File: src/rtl/pkt_pkg.sv
// Shared types for the packet transmit FIFO: framing states, the default
// FIFO entry layout and a small saturating-counter helper.
package pkt_pkg;

  localparam int unsigned PKT_DATA_W = 64;
  localparam int unsigned PKT_MOD_W  = $clog2(PKT_DATA_W / 8);

  // Write-side framing states.
  typedef enum logic [1:0] {
    ST_IDLE   = 2'd0,
    ST_IN_PKT = 2'd1,
    ST_DROP   = 2'd2
  } frm_state_t;

  // Entry layout at the default width; the top builds the same layout at its
  // own DATA_W/MOD_W and hands it to the storage FIFO as a type parameter.
  typedef struct packed {
    logic [PKT_DATA_W-1:0] data;
    logic [PKT_MOD_W-1:0]  mod;
    logic                  sop;
    logic                  eop;
    logic                  err;
  } pkt_entry_t;

  function automatic logic [15:0] sat_inc16(input logic [15:0] v);
    return (v == 16'hFFFF) ? v : v + 16'd1;
  endfunction

endpackage

File: src/rtl/pkt_sync_fifo.sv
// Single-clock show-ahead FIFO: the head entry is always visible on rd_data,
// rd_en pops it. Storage is not reset; pointers and level are.
module pkt_sync_fifo
  import pkt_pkg::*;
#(
  parameter type         entry_t = pkt_entry_t,
  parameter int unsigned DEPTH   = 16
) (
  input  logic                     clk,
  input  logic                     rst_n,
  input  logic                     wr_en,
  input  entry_t                   wr_data,
  input  logic                     rd_en,
  output entry_t                   rd_data,
  output logic [$clog2(DEPTH):0]   level,
  output logic                     empty,
  output logic                     full
);

  localparam int unsigned AW = $clog2(DEPTH);
  localparam int unsigned LW = AW + 1;

  entry_t          mem [DEPTH];
  logic [AW-1:0]   wr_ptr;
  logic [AW-1:0]   rd_ptr;
  logic            do_wr;
  logic            do_rd;

  assign empty   = (level == '0);
  assign full    = (level == LW'(DEPTH));
  assign do_wr   = wr_en & ~full;
  assign do_rd   = rd_en & ~empty;
  assign rd_data = mem[rd_ptr];

  // Storage write; contents are don't-care until written.
  always_ff @(posedge clk) begin
    if (do_wr) mem[wr_ptr] <= wr_data;
  end

  // Pointers wrap naturally at DEPTH (power of two); level tracks occupancy.
  always_ff @(posedge clk or negedge rst_n) begin
    if (!rst_n) begin
      wr_ptr <= '0;
      rd_ptr <= '0;
      level  <= '0;
    end else begin
      if (do_wr) wr_ptr <= wr_ptr + 1'b1;
      if (do_rd) rd_ptr <= rd_ptr + 1'b1;
      if (do_wr && !do_rd)      level <= level + 1'b1;
      else if (!do_wr && do_rd) level <= level - 1'b1;
    end
  end

endmodule

File: src/rtl/pkt_tx_fifo.sv
// Packet transmit FIFO: write-side framing checker with drop accounting,
// show-ahead read side in cut-through or store-and-forward mode.
module pkt_tx_fifo
  import pkt_pkg::*;
#(
  parameter int unsigned DATA_W      = 64,
  parameter int unsigned MOD_W       = $clog2(DATA_W / 8),
  parameter int unsigned DEPTH       = 16,
  parameter int unsigned FULL_THRESH = DEPTH - 4,
  parameter bit          STORE_FWD   = 1'b0
) (
  input  logic                     clk_156m25,
  input  logic                     reset_156m25_n,
  input  logic                     pkt_tx_val,
  input  logic                     pkt_tx_sop,
  input  logic                     pkt_tx_eop,
  input  logic [MOD_W-1:0]         pkt_tx_mod,
  input  logic [DATA_W-1:0]        pkt_tx_data,
  output logic                     pkt_tx_full,
  output logic                     out_val,
  output logic                     out_sop,
  output logic                     out_eop,
  output logic                     out_err,
  output logic [MOD_W-1:0]         out_mod,
  output logic [DATA_W-1:0]        out_data,
  input  logic                     out_ready,
  output logic [$clog2(DEPTH):0]   fifo_level,
  output logic [$clog2(DEPTH):0]   pkt_cnt,
  output logic [15:0]              drop_cnt
);

  localparam int unsigned LVL_W = $clog2(DEPTH) + 1;

  typedef struct packed {
    logic [DATA_W-1:0] data;
    logic [MOD_W-1:0]  mod;
    logic              sop;
    logic              eop;
    logic              err;
  } entry_t;

  frm_state_t state_q;
  frm_state_t state_d;
  entry_t     wr_entry;
  entry_t     head;
  logic       wr_en;
  logic       drop_word;
  logic       rd_en;
  logic       fifo_empty;
  logic       fifo_full;
  logic       cnt_inc;
  logic       cnt_dec;

  pkt_sync_fifo #(
    .entry_t (entry_t),
    .DEPTH   (DEPTH)
  ) u_fifo (
    .clk     (clk_156m25),
    .rst_n   (reset_156m25_n),
    .wr_en   (wr_en),
    .wr_data (wr_entry),
    .rd_en   (rd_en),
    .rd_data (head),
    .level   (fifo_level),
    .empty   (fifo_empty),
    .full    (fifo_full)
  );

  // Framing decision for the incoming word: write, drop, and next state.
  // An overflowing word starts a DROP run unless it is itself the eop.
  // A sop inside a packet closes that packet as an errored eop word; its
  // sop flag is cleared because it belongs to the packet it terminates.
  always_comb begin
    state_d       = state_q;
    wr_en         = 1'b0;
    drop_word     = 1'b0;
    wr_entry.data = pkt_tx_data;
    wr_entry.mod  = pkt_tx_eop ? pkt_tx_mod : {MOD_W{1'b0}};
    wr_entry.sop  = pkt_tx_sop;
    wr_entry.eop  = pkt_tx_eop;
    wr_entry.err  = 1'b0;
    if (pkt_tx_val) begin
      unique case (state_q)
        ST_IDLE: begin
          if (!pkt_tx_sop) begin
            drop_word = 1'b1;
          end else if (fifo_full) begin
            drop_word = 1'b1;
            state_d   = pkt_tx_eop ? ST_IDLE : ST_DROP;
          end else begin
            wr_en   = 1'b1;
            state_d = pkt_tx_eop ? ST_IDLE : ST_IN_PKT;
          end
        end
        ST_IN_PKT: begin
          if (pkt_tx_sop) begin
            wr_entry.sop = 1'b0;
            wr_entry.eop = 1'b1;
            wr_entry.err = 1'b1;
            wr_entry.mod = '0;
          end
          if (fifo_full) begin
            drop_word = 1'b1;
            state_d   = pkt_tx_eop ? ST_IDLE : ST_DROP;
          end else begin
            wr_en   = 1'b1;
            state_d = (pkt_tx_sop || pkt_tx_eop) ? ST_IDLE : ST_IN_PKT;
          end
        end
        ST_DROP: begin
          drop_word = 1'b1;
          if (pkt_tx_eop) state_d = ST_IDLE;
        end
        default: begin
          drop_word = 1'b1;
          state_d   = ST_IDLE;
        end
      endcase
    end
  end

  // Read side: show-ahead head, gated on completed packets in store-and-forward
  // mode unless the FIFO is completely full (would otherwise deadlock).
  assign out_val  = !fifo_empty && (!STORE_FWD || (pkt_cnt != '0) || fifo_full);
  assign rd_en    = out_val & out_ready;
  assign out_data = out_val ? head.data : '0;
  assign out_mod  = out_val ? head.mod  : '0;
  assign out_sop  = out_val & head.sop;
  assign out_eop  = out_val & head.eop;
  assign out_err  = out_val & head.err;

  assign cnt_inc = wr_en & wr_entry.eop;
  assign cnt_dec = rd_en & head.eop;

  // Framing state register.
  always_ff @(posedge clk_156m25 or negedge reset_156m25_n) begin
    if (!reset_156m25_n) state_q <= ST_IDLE;
    else                 state_q <= state_d;
  end

  // Complete-packet count: +1 per stored eop, -1 per eop read.
  always_ff @(posedge clk_156m25 or negedge reset_156m25_n) begin
    if (!reset_156m25_n) begin
      pkt_cnt <= '0;
    end else begin
      unique case ({cnt_inc, cnt_dec})
        2'b10:   pkt_cnt <= pkt_cnt + 1'b1;
        2'b01:   pkt_cnt <= pkt_cnt - 1'b1;
        default: pkt_cnt <= pkt_cnt;
      endcase
    end
  end

  // Saturating count of discarded words.
  always_ff @(posedge clk_156m25 or negedge reset_156m25_n) begin
    if (!reset_156m25_n)  drop_cnt <= '0;
    else if (drop_word)   drop_cnt <= sat_inc16(drop_cnt);
  end

  // Registered almost-full, lagging the level by one cycle.
  always_ff @(posedge clk_156m25 or negedge reset_156m25_n) begin
    if (!reset_156m25_n) pkt_tx_full <= 1'b0;
    else                 pkt_tx_full <= (fifo_level >= LVL_W'(FULL_THRESH));
  end

endmodule

File: config.mk
export PLATFORM = sky130hd
export DESIGN_NAME = pkt_tx_fifo
export DESIGN_NICKNAME = d
export VERILOG_FILES = /design/src/rtl/pkt_pkg.sv /design/src/rtl/pkt_sync_fifo.sv /design/src/rtl/pkt_tx_fifo.sv
export SDC_FILE = /design/constraint.sdc
export NUM_CORES = 1
export LEC_CHECK = 0
export BUFFER_PORTS_ARGS = -buffer_cell sky130_fd_sc_hd__buf_2
export CAP_MARGIN = 15
export CELL_PAD_IN_SITES_DETAIL_PLACEMENT = 1
export CELL_PAD_IN_SITES_GLOBAL_PLACEMENT = 1
export CORE_ASPECT_RATIO = 1.2
export CORE_MARGIN = 5
export CORE_UTILIZATION = 49
export CTS_CLUSTER_DIAMETER = 40
export DETAILED_ROUTE_END_ITERATION = 16
export PLACE_DENSITY = 0.74
export REMOVE_ABC_BUFFERS = 1
export SYNTH_ARGS = -nofsm -noshare
export SYNTH_HDL_FRONTEND = slang
export SYNTH_SLANG_ARGS = --single-unit
File: constraint.sdc
create_clock -name clk_156m25 -period 6.6 [get_ports clk_156m25]
set_input_delay 0 -clock clk_156m25 [delete_from_list [all_inputs] [get_ports clk_156m25]]
set_output_delay 0 -clock clk_156m25 [all_outputs]
set_load 0.02 [all_outputs]
# Word level (Yosys, flattened, before mapping)
# Memories as Yosys holds them, arrays and structs flattened.
# Index checks and enable logic that the tools add are counted.
# classes
mux	27
div	0
n_lt_le_gt_ge	1
n_reduce_logical	12
n_addsub	7
n_eq_ne	8
n_bitwise	11
shift	0
multipliers	0
# op_table
cell	n
64-bit two-way mux	1
6-bit two-way mux	3
16-bit by 1-bit adder with 16-bit output, second input constant	1
16-bit == test, second input constant	1
5-bit by 1-bit adder with 5-bit output, second input constant	2
1-bit two-way mux	10
2-bit two-way mux	5
5-bit two-way mux	2
5-bit case mux with 2 select lines	1
5-bit by 1-bit subtractor with 5-bit output, second input constant	2
4-bit by 1-bit adder with 4-bit output, second input constant	2
1-bit AND	8
3-bit two-way mux	2
2-bit case mux with 3 select lines	1
5-bit == test, second input constant	1
5-bit by 4-bit greater-or-equal comparator with 1-bit output, second input constant	1
5-bit logical NOT	1
2-bit by 1-bit == test with 1-bit output, second input constant	2
2-bit == test, second input constant	2
2-bit != test, second input constant	2
1-bit case mux with 2 select lines	2
2-bit nonzero test	2
1-bit logical NOT	3
1-bit NOT	3
other kinds (5)	6
# totals
in_bits	73
ramBits	1120
word_cells	74
reg_bits	37
romBits	0
latch_bits	0
mem_count	1
out_inout_bits	98
# memory_table
memory	depth	width	read_ports	rd_clocked_by_memory_dff	wr	line_no	text
u_fifo.mem	16	70	1	0	1	pkt_sync_fifo.sv:23	entry_t mem [DEPTH];

# Logic depth before layout (Yosys ltp)
# Gate-level depths: netlist of run 1.
# logic_depth
word_depth	10
ltp_mapped	15

# Hierarchy
# A second synthesis of run 1 with hierarchy kept.
# hier_totals
hier_cells	2308
area_unflattened_um2	46037.9
# by_module_without_submodules
mod	cells_per_inst	area_each_um2	seq_area_each_um2	instances
pkt_sync_fifo	2100	44219.9	33957.6	1
pkt_tx_fifo	208	1818.0	600.6	1

# Worst setup path after synthesis of run 1
# Ideal clock, no wire load.
# synth_timing
path_type	register to register
start	reg u_fifo.level[0]
end	mem u_fifo.mem[3][0] in the netlist's numbering (enable)
synth_period_minus_slack_ps	6809
path_slack_ps	-209
path_buffers	0
t_arrival_ps	6226
path_stages_with_launch	6
cell_sequence	dfrtp_1 -> or4_4 -> nor2_1 -> nor3b_2 -> nand2_1 -> nor3_1
# synth_via
elab_chain_cells	8
# synth_rtl
item	line_no	text
start: declaration	pkt_sync_fifo.sv:15	output logic [$clog2(DEPTH):0] level,
start signal: assignment	pkt_sync_fifo.sv:49	if (do_wr && !do_rd) level <= level + 1'b1;
start signal: assignment	pkt_sync_fifo.sv:50	else if (!do_wr && do_rd) level <= level - 1'b1;
5-bit == test *	pkt_sync_fifo.sv:30	assign full = (level == LW'(DEPTH));
1-bit two-way mux	pkt_tx_fifo.sv:87, pkt_tx_fifo.sv:102	
1-bit two-way mux	pkt_tx_fifo.sv:85	if (!pkt_tx_sop) begin
1-bit case mux with 2 select lines	pkt_tx_fifo.sv:83	unique case (state_q)
1-bit two-way mux	pkt_tx_fifo.sv:82	if (pkt_tx_val) begin
1-bit AND *	pkt_sync_fifo.sv:31	assign do_wr = wr_en & ~full;
net u_fifo.do_wr	pkt_sync_fifo.sv:26	logic do_wr;
1-bit two-way mux *	pkt_sync_fifo.sv:37	if (do_wr) mem[wr_ptr] <= wr_data;
1-bit two-way mux (implied by the code) *	pkt_sync_fifo.sv:37	
end: declaration	pkt_sync_fifo.sv:23	
# Mark *: on every way through the listed nets, which the timed path passes. The rest lies on a longest branch.

# Final worst setup path of run 1
# layout_timing
start	reg u_fifo.rd_ptr[1]
end	out out_mod[1]
# layout_via
elab_chain_cells	2
# layout_rtl
item	line_no	text
start: declaration	pkt_sync_fifo.sv:25	logic [AW-1:0] rd_ptr;
start signal: assignment	pkt_sync_fifo.sv:48	if (do_rd) rd_ptr <= rd_ptr + 1'b1;
memory read 16 x 70 bit	-	
3-bit two-way mux	pkt_tx_fifo.sv:127	assign out_mod = out_val ? head.mod : '0;
end: declaration	pkt_tx_fifo.sv:24	output logic [MOD_W-1:0] out_mod,
# No other way between the ends.

==> results of run 1 <==
## per-stage QoR
stage                     setup TNS (ns)  instances
final                                  0       3929
after global routing                   0       3926
after CTS                              0       3925
after detailed placement               0       3610
after global placement                 0       3610
after floorplan                  -489.84       2154
## registers in the layout (all words and copies together) (netlist names)
register       count
u_fifo.level       5
state_q            2
u_fifo.rd_ptr      4
u_fifo.mem      1120
u_fifo.wr_ptr      4
pkt_cnt            5
pkt_tx_full        1
drop_cnt          16
## repair_timing
item,CTS,global route
setup buffers,0,0
hold endpoints to repair,1133,0
hold buffers,76,0
## cells in the mapped netlist, types with 2 or more instances
| cell type | count | area (um^2) |
|---|---|---|
| sky130_fd_sc_hd__a22oi_1 | 37 | 278 |
| sky130_fd_sc_hd__edfxtp_1 | 1120 | 33600 |
| sky130_fd_sc_hd__mux2_2 | 65 | 732 |
| sky130_fd_sc_hd__mux2i_1 | 258 | 2580 |
| sky130_fd_sc_hd__nand2_1 | 55 | 206 |
| sky130_fd_sc_hd__o21ai_0 | 27 | 135 |
| sky130_fd_sc_hd__o211ai_1 | 34 | 255 |
| sky130_fd_sc_hd__clkbuf_1 | 51 | 191 |
| sky130_fd_sc_hd__and3_1 | 4 | 25.0 |
| sky130_fd_sc_hd__mux4_2 | 172 | 3870 |
| sky130_fd_sc_hd__a221oi_1 | 20 | 175 |
| sky130_fd_sc_hd__o21bai_1 | 2 | 15.0 |
| sky130_fd_sc_hd__nor3_1 | 32 | 160 |
| sky130_fd_sc_hd__nand2b_1 | 6 | 37.5 |
| sky130_fd_sc_hd__nand3_1 | 8 | 40.0 |
| sky130_fd_sc_hd__nor2b_1 | 4 | 25.0 |
| sky130_fd_sc_hd__ha_1 | 14 | 175 |
| sky130_fd_sc_hd__nor2_1 | 66 | 248 |
| sky130_fd_sc_hd__xnor2_1 | 18 | 158 |
| sky130_fd_sc_hd__buf_2 | 65 | 325 |
| sky130_fd_sc_hd__a211oi_1 | 22 | 165 |
| sky130_fd_sc_hd__nand4_1 | 21 | 131 |
| sky130_fd_sc_hd__buf_4 | 7 | 52.6 |
| sky130_fd_sc_hd__a21oi_1 | 56 | 280 |
| sky130_fd_sc_hd__o22ai_1 | 32 | 200 |
| sky130_fd_sc_hd__and4_1 | 2 | 17.5 |
| sky130_fd_sc_hd__inv_1 | 7 | 26.3 |
| sky130_fd_sc_hd__buf_1 | 7 | 26.3 |
| sky130_fd_sc_hd__xor2_1 | 14 | 123 |
| sky130_fd_sc_hd__dfrtp_1 | 37 | 926 |
## cell families (layout without fill, tap and decap cells)
| logic type | Yosys count | after routing | synth area share |
|---|---|---|---|
| DFF | 1157 | 1157 | 0.760 |
| muxes | 497 | 497 | 0.159 |
| AOI/OAI and AO/OA | 240 | 240 | 0.0356 |
| and+or+nand+nor | 204 | 204 | 0.0211 |
| buffers and inverters | 139 | 540 | 0.0138 |
| xor gates and xnor gates | 32 | 32 | 0.00617 |
| adders and majority gates | 15 | 15 | 0.00429 |
| other | 0 | 4 | 0 |
## cell type report
class | instances | area (um^2)
inverters | 9 | 33.8
fillers | 8081 | 39100
diodes | 4 | 10.0
well taps | 1240 | 1550
clock inverters | 86 | 905
clock buffers | 153 | 3530
multi-input cells | 988 | 10400
repair buffers | 292 | 2050
flip-flops and latches | 1157 | 34600
## worst max-delay path: cells and delay by family, from the launching register on
family / cells / cell delay [ns]
flops: 1 / 0.86
mux: 1 / 0.35
buf+inv: 3 / 1.94
simple gates: 1 / 0.14
compound gates: 2 / 0.77
## power breakdown
part	total [W]	internal (W)	switching [W]
Clock	0.00737	0.00442	0.00295
Sequential	0.00908	0.00863	0.000449
Combinational	0.00723	0.00282	0.00441
Total	0.0237	0.0159	0.00781
## layer usage
| metal | GRT usage | wire [um] |
|---|---|---|
| met4 | 0.0580 | 2260 |
| met2 | 0.403 | 59700 |
| met3 | 0.0381 | 5690 |
| met5 | 0 | 27 |
| met1 | 0.300 | 45300 |
## final timing paths
path                                          end        startpoint  cells past startpoint  slack (ns)
worst max-delay path                   out_mod[1]  u_fifo.rd_ptr[1]                      7        1.73
worst min-delay path            u_fifo.mem[4][29]   pkt_tx_data[23]                      2        0.21
worst max register to register  u_fifo.mem[6][45]   u_fifo.level[0]                      6        2.73
worst min register to register       drop_cnt[13]      drop_cnt[13]                      1        0.51
max in group asynchronous        u_fifo.rd_ptr[1]    reset_156m25_n                      4        6.01
min in group asynchronous         u_fifo.level[1]    reset_156m25_n                      4        0.36
==> results.txt, run 1 <==
Dividing the detail-routed via count by the number of cells gives 6.01. The DRC violation count after routing is 0. In this run the core area contains 122 standard-cell rows. The initial DRC count came out at 1,975. The fraction of registers with async set/reset is 0.0320. The length of the first detailed-routing pass in iterations came out at 5. The critical path required time came out at 6.60 ns.

The number of antenna violations at the first check in global routing came out at 5. The flow ran to the end, and the final reports show no timing, DRC or antenna violations. The worst setup path is captured at an output pin. The via count of the first global-routing pass came to between 20,000 and 30,000.

The post-cts repair resize count is 0. The final wirelength is 113 mm. For this run, the share of the core covered by cells in the final layout is 0.576. Buffers inserted during clock tree synthesis total 133.

The cell sitting at the root of the clock tree is a sky130_fd_sc_hd__clkbuf_16. Counting flops and latches in the post-synthesis netlist gives 1,157. The worst hold path belongs to the class input pin to register. The number of buffer cells added on primary ports is 170.

Along the worst path, the maximum fanout reaches 55. The cell area that synthesis handed to floorplanning was 0.0455 mm^2. The critical path data arrival time came out at 4.87 ns. The number of sinks handled by clock tree synthesis came out at 1,157.

The number of instances in the synthesized netlist is about 2,300. At the end of routability-driven placement, the weighted congestion stood at 0.751. The post-placement setup slack came out at ~2.5 ns. Power spread over the standard cell area amounts to 446 mW/mm^2.

The peak per-stage delay on the critical path is between 0.8 and 0.9 ns. The number of distinct library cells after synthesis came out at between 50 and 60. Based on the critical path, the design can be clocked at up to 0.206 GHz.

The count of pins over their slew limit was 0. The width of the die is 288 um. STA classifies the critical path startpoint as a register. The post-DP HPWL is approximately 59 mm. The Yosys step of the flow raised 0 warnings. The final setup violation count came out at 0. The remaining number of nets flagged by the antenna check after routing is 0. The cell with the largest stage delay on the worst path is sky130_fd_sc_hd__dfrtp_4.

The latest clock arrival within the worst-skew pair is 0.73 ns. The power consumption came out at 0.0237 W. At the pin with the least slew margin, the transition time is 1.27 ns. The leakage component of the power came out at 17.8 nW. Traced cell by cell, the critical path runs through buf_4 > buf_4 > mux4_2 > nor2b_1 > a211oi_1 > a211oi_1 > buf_2.

The fraction of the cycle the final worst path needs came out at 0.737. The I/O pin total came out at 171. Measured against its own limit, the worst slew margin works out to 0.152. The number of maximum-capacitance constraint violations came out at 0. In this run the vertical extent of the chip is approximately 340 um. The H-tree depth came out at 4. The time the worst path needs with I/O delays and setup is 4.87 ns.

The share of the Yosys chip area taken by registers is 0.760. The count of flip-flops with a built-in enable after synthesis is 1,120. The library cell used most frequently in the layout, excluding fill and tap cells, is sky130_fd_sc_hd__edfxtp_1.

The global routing usage summed across all routing layers is 0.229. The critical path in this run is classified as register to output pin. The standard cell area after detailed placement came out at about 0.048 mm^2. The finished cells cover 0.0531 mm^2. The die footprint is 0.0990 mm^2. The effective utilization at floorplan came out at 0.493. In the final routed layout, each cell accounts on average for 28.8 um.

In this run the mean area of a mapped cell was 19.9 um^2. The first global-routing pass estimated 169 mm of wire. The number of hold violations in the final report is 0. After floorplanning, the core was sized to cover 0.0922 mm^2. The largest net degree at the start of global routing is 110. The area added between synthesis and finish came out at 16.8%. The net count of the finished layout came out at 2,669. In the layout the commonest cells are 1,120 x sky130_fd_sc_hd__edfxtp_1, 258 x sky130_fd_sc_hd__mux2i_1, 172 x sky130_fd_sc_hd__mux4_2, 170 x sky130_fd_sc_hd__buf_2, 139 x sky130_fd_sc_hd__clkbuf_16. Setup repair after global routing left no endpoint under its margin. The total overflow left after global routing is 0. The worst clock skew on the final layout is 0.0235 ns.

On the final layout, the worst hold slack is 0.213 ns. The worst IR drop on VDD is between 0.0003 and 0.0004 V. TritonCTS built the clock tree. The number of buffers between clock root and the deepest sink came out at 3. The share of cells above drive strength 1 is 0.259. The most used flip-flop cell after synthesis is sky130_fd_sc_hd__edfxtp_1.

The via count came out at 23,600. Once routing completed, OpenROAD measured the worst setup slack at 1.73 ns. Clock-pin slew was measured on the worst setup and hold paths at ~0.060 ns.
Note: power is estimated with default switching activity, not from simulation.
==> run 2, diff against run 1 <==
ABC_AREA = 1   (was unset)
CORE_UTILIZATION = 45   (was 49)
clock period = 4.37 ns   (was 6.6 ns; I/O delays follow)
==> run 2 against run 1 <==
Against the previous run: largest power group unchanged; global-route usage grew 1.9 points; clock power increased by 57%; critical path type unchanged; wire length grew 30%; setup slack got worse by 1.4 ns; register-to-register slack worse by 1.9 ns; highest routed layer unchanged; combinational power grew 81%; final cell count is 64% higher.
==> results.txt, run 2 <==
The largest net degree at the start of global routing is 162 (was 110). The effective utilization at floorplan is 0.452 (was 0.493). The hold buffer count at cts came out at 76 (unchanged). The TritonCTS clock tree is done (unchanged). The largest fanout on the critical path came out at 92 (was 55). The H-tree depth came out at 4 (unchanged). Cell types occupying the most area after synthesis: sky130_fd_sc_hd__edfxtp_1 68%, sky130_fd_sc_hd__nand2_1 14%, sky130_fd_sc_hd__nand3_1 7.3% (was sky130_fd_sc_hd__edfxtp_1 74%, sky130_fd_sc_hd__mux4_2 8.5%, sky130_fd_sc_hd__mux2i_1 5.7%). Status: finished, final reports clean (unchanged). The filler cell count came out at 11,700 (was 8,081). The multiplexer area fraction after synthesis came out at 0 (was 0.159). The leading cell type in the layout, fill and taps excluded is sky130_fd_sc_hd__nand2_1 (was sky130_fd_sc_hd__edfxtp_1). The die footprint came out at 0.117 mm^2 (was 0.0990 mm^2).

The clock slew seen by the registers of the worst setup and hold paths is 0.05 ns (was 0.06 ns). The width of the die came out at 313 um (was 288 um). The headroom to the max-slew limit was 0.202 (was 0.152). The class of the most critical hold timing path was input pin to register (unchanged). The startpoint type of the worst setup path is a register (unchanged).

The initial DRC count came out at 2,809 (was 1,975). The number of instances in the synthesized netlist was 4,701 (was 2,284). The row count is 133 (was 122). The portion of the post-synthesis area used by sequential elements came out at 0.698 (was 0.760). The flip-flop count of the largest register after layout is 1,120 (unchanged). The number of distinct library cells after synthesis came to 29 (was 51).

The average size of a mapped cell is 10.5 um^2 (was 19.9 um^2). The latest clock arrival within the worst-skew pair is 0.75 ns (was 0.73 ns). The total power density per cell area came out at 663 mW/mm^2 (was 446 mW/mm^2). The share of the synthesized area in the top cell type came out at 0.680 (was 0.740). The share of cells above drive strength 1 came out at 0.0967 (was 0.259). The number of clock buffers inserted by TritonCTS is 142 (was 133). The count of pins over their slew limit is 0 (unchanged). The final wirelength came out at 147 mm (was 113 mm). The transition time at the pin with the least slew margin is 1.19 ns (was 1.27 ns). The via count of the first global-routing pass came out at 38,100 (was 26,100). The post-cts repair resize count came out at 0 (unchanged).

The area added between synthesis and finish came out at 15.5% (was 16.8%). The remaining number of nets flagged by the antenna check after routing came out at 0 (unchanged). The time the worst path needs with I/O delays and setup is around 4.0 ns. The arithmetic-cell share of the synthesized area counting full adders, half adders and majority gates came out at 0.00394 (was 0.00429). The leading cell type by number of instances after synthesis is sky130_fd_sc_hd__nand2_1 (was sky130_fd_sc_hd__edfxtp_1). The number of antenna violations at the first check in global routing was 6 (was 5).

Most frequent cells in the layout: 1,784 x sky130_fd_sc_hd__nand2_1, 1,120 x sky130_fd_sc_hd__edfxtp_1, 717 x sky130_fd_sc_hd__nand3_1, 598 x sky130_fd_sc_hd__inv_1, 170 x sky130_fd_sc_hd__buf_2 (was 1,120 x sky130_fd_sc_hd__edfxtp_1, 258 x sky130_fd_sc_hd__mux2i_1, 172 x sky130_fd_sc_hd__mux4_2, 170 x sky130_fd_sc_hd__buf_2, 139 x sky130_fd_sc_hd__clkbuf_16). The buffers inserted during post-CTS setup optimization came to 0 (unchanged). The endpoint kind of the worst setup timing path is an output pin (unchanged).

The detail-routed net length per standard cell came to 22.8 um (was 28.8 um). The final setup violation count is 0 (unchanged). The die span in y came out at 373 um (was 344 um).

The register with the most flip-flops is u_fifo.mem (unchanged). The via count is 35,200 (was 23,600). The number of placed instances, taps included came out at 6,111 (was 3,610). The per-cell via count in the routed design is 5.46 (was 6.01).

The count of non-filler cells in the finished layout came out at 6,448 (was 3,929). The length of the first detailed-routing pass in iterations is 5 (unchanged). The I/O pin total came out at 171 (unchanged). The fraction of registers with async set/reset is 0.0320 (unchanged).

The peak clock frequency supported by timing is around 0.25 GHz. Top cell types by occurrence after synthesis: 1,784 x sky130_fd_sc_hd__nand2_1, 1,120 x sky130_fd_sc_hd__edfxtp_1, 717 x sky130_fd_sc_hd__nand3_1 (was 1,120 x sky130_fd_sc_hd__edfxtp_1, 258 x sky130_fd_sc_hd__mux2i_1, 172 x sky130_fd_sc_hd__mux4_2). The xor/xnor cell area share of the yosys netlist is 0.00389 (was 0.00617). The number of buffers between clock root and the deepest sink came out at 3 (unchanged). The DRC violation count after routing is 0 (unchanged). The fraction of the cycle the final worst path needs came out at 0.923. The cell area after synthesis was 0.0495 mm^2 (was 0.0455 mm^2). The count of yosys warnings during synthesis is 0 (unchanged). The minimum hold slack came out at 0.123 ns (was 0.213 ns). The critical path required time came out at 4.37 ns (was 6.60 ns). The number of buffer cells added on primary ports came out at 170 (unchanged).

The number of hold violations in the final report came out at 0 (unchanged). The global routing usage summed across all routing layers came out at 0.248 (was 0.229). The post-DP HPWL is 75.2 mm (was 59.1 mm). RSZ-0062 raised after global routing: no (unchanged).

The fraction of the core area covered by cells at the end of the flow is 0.522 (was 0.576). The leakage component of the power is 23.8 nW (was 17.8 nW). The number of synthesized register bits came to 1,157 (unchanged). The placeable core region came to 0.109 mm^2 (was 0.0922 mm^2). The critical path data arrival time is 4.03 ns (was 4.87 ns). The clock root buffer is sky130_fd_sc_hd__clkbuf_16 (unchanged). The simple logic cell fraction of the synthesized area was 0.212 (was 0.0211). Regs by FF count: u_fifo.mem (1120), drop_cnt (16) (unchanged). The dominant cell type by area after synthesis was sky130_fd_sc_hd__edfxtp_1 (unchanged). The post-synthesis compound-gate area fraction is 0.0108 (was 0.0356). The dominant combinational cell family by area after synthesis was simple AND/OR/NAND/NOR gates (was multiplexers). The wire length of the first global-routing pass came out at 224 mm (was 169 mm). The aggregate global routing overflow came out at 0 (unchanged).

The number of sinks handled by clock tree synthesis was 1,157 (unchanged). The worst IR drop on VDD came to 0.000537 V (was 0.000393 V). The power consumption is 0.0379 W (was 0.0237 W).

The net count of the finished layout came out at 5,002 (was 2,669). The most used flip-flop cell after synthesis was sky130_fd_sc_hd__edfxtp_1 (unchanged). The number of maximum-capacitance constraint violations is 0 (unchanged). The type of the worst setup path is register to output pin (unchanged). The worst clock skew on the final layout is 0.0181 ns (was 0.0235 ns).

The count of flip-flops with a built-in enable after synthesis is 1,120 (unchanged). The last weighted congestion value of the routability-driven placer is 0.751 (about the same).
## run 2: power by group
group	leakage [nW]	internal [W]	total, W	switching [W]
registers	10.6	0.0127	0.0132	0.000422
clock network	2.24	0.00688	0.0116	0.00472
logic	11.0	0.00353	0.0131	0.00961
total	23.8	0.0232	0.0379	0.0147
## run 2: through the flow
stage               worst slack (ns)  area, um^2  setup TNS, ns
floorplan                     -19.96       48300       -1689.71
global placement               0.988       51700              0
detailed placement             0.907       51700              0
CTS                            0.220       57200              0
global route                  0.0329       57200              0
finish                         0.336       57200              0
## run 2: worst paths after layout
kind | from | endpoint | slack [ns] | cells past startpoint
min in group asynchronous | reset_156m25_n | pkt_cnt[3] | 0.38 | 4
worst max-delay path | u_fifo.rd_ptr[0] | out_sop | 0.34 | 9
worst max register to register | u_fifo.rd_ptr[0] | pkt_cnt[4] | 0.88 | 17
worst min-delay path | out_ready | u_fifo.rd_ptr[3] | 0.12 | 4
worst min register to register | pkt_cnt[1] | pkt_cnt[1] | 0.55 | 2
max in group asynchronous | reset_156m25_n | u_fifo.rd_ptr[1] | 3.57 | 4
## run 2: cell type report
class	instances	area, um^2	share of cell area
Sequential cell	1157	34600	0.605
Multi-Input combinational cell	2696	11600	0.202
Clock buffer	172	3820	0.0669
Timing Repair Buffer	313	2310	0.0405
Inverter	604	2290	0.0401
Tap cell	1417	1770	0.0310
Clock inverter	86	822	0.0144
Antenna cell	3	7.51	0.000131
## run 2: cell families after synthesis
group | after synthesis
flops | 1157
xor+xnor | 22
buf+inv | 848
simple gates | 2555
fa+ha+maj | 15
compound gates | 104
## run 2: routing by layer
metal,wire length (um),track usage,part of all wire
met4,3870,0.0782,0.026
met2,74800,0.441,0.51
met5,7,0,0.000048
met3,8030,0.0402,0.055
met1,60100,0.313,0.41
## run 2: worst max-delay path, stage by stage, from the launching register on
cell and delay [ns]:
sky130_fd_sc_hd__dfrtp_4 0.61, sky130_fd_sc_hd__inv_8 0.49, sky130_fd_sc_hd__buf_4 0.87, sky130_fd_sc_hd__nand2_1 0.11, sky130_fd_sc_hd__nand2_1 0.10, sky130_fd_sc_hd__nand2_1 0.05
sky130_fd_sc_hd__nand3_1 0.13, sky130_fd_sc_hd__nand3_1 0.10, sky130_fd_sc_hd__a21oi_1 0.51, sky130_fd_sc_hd__buf_2 0.28
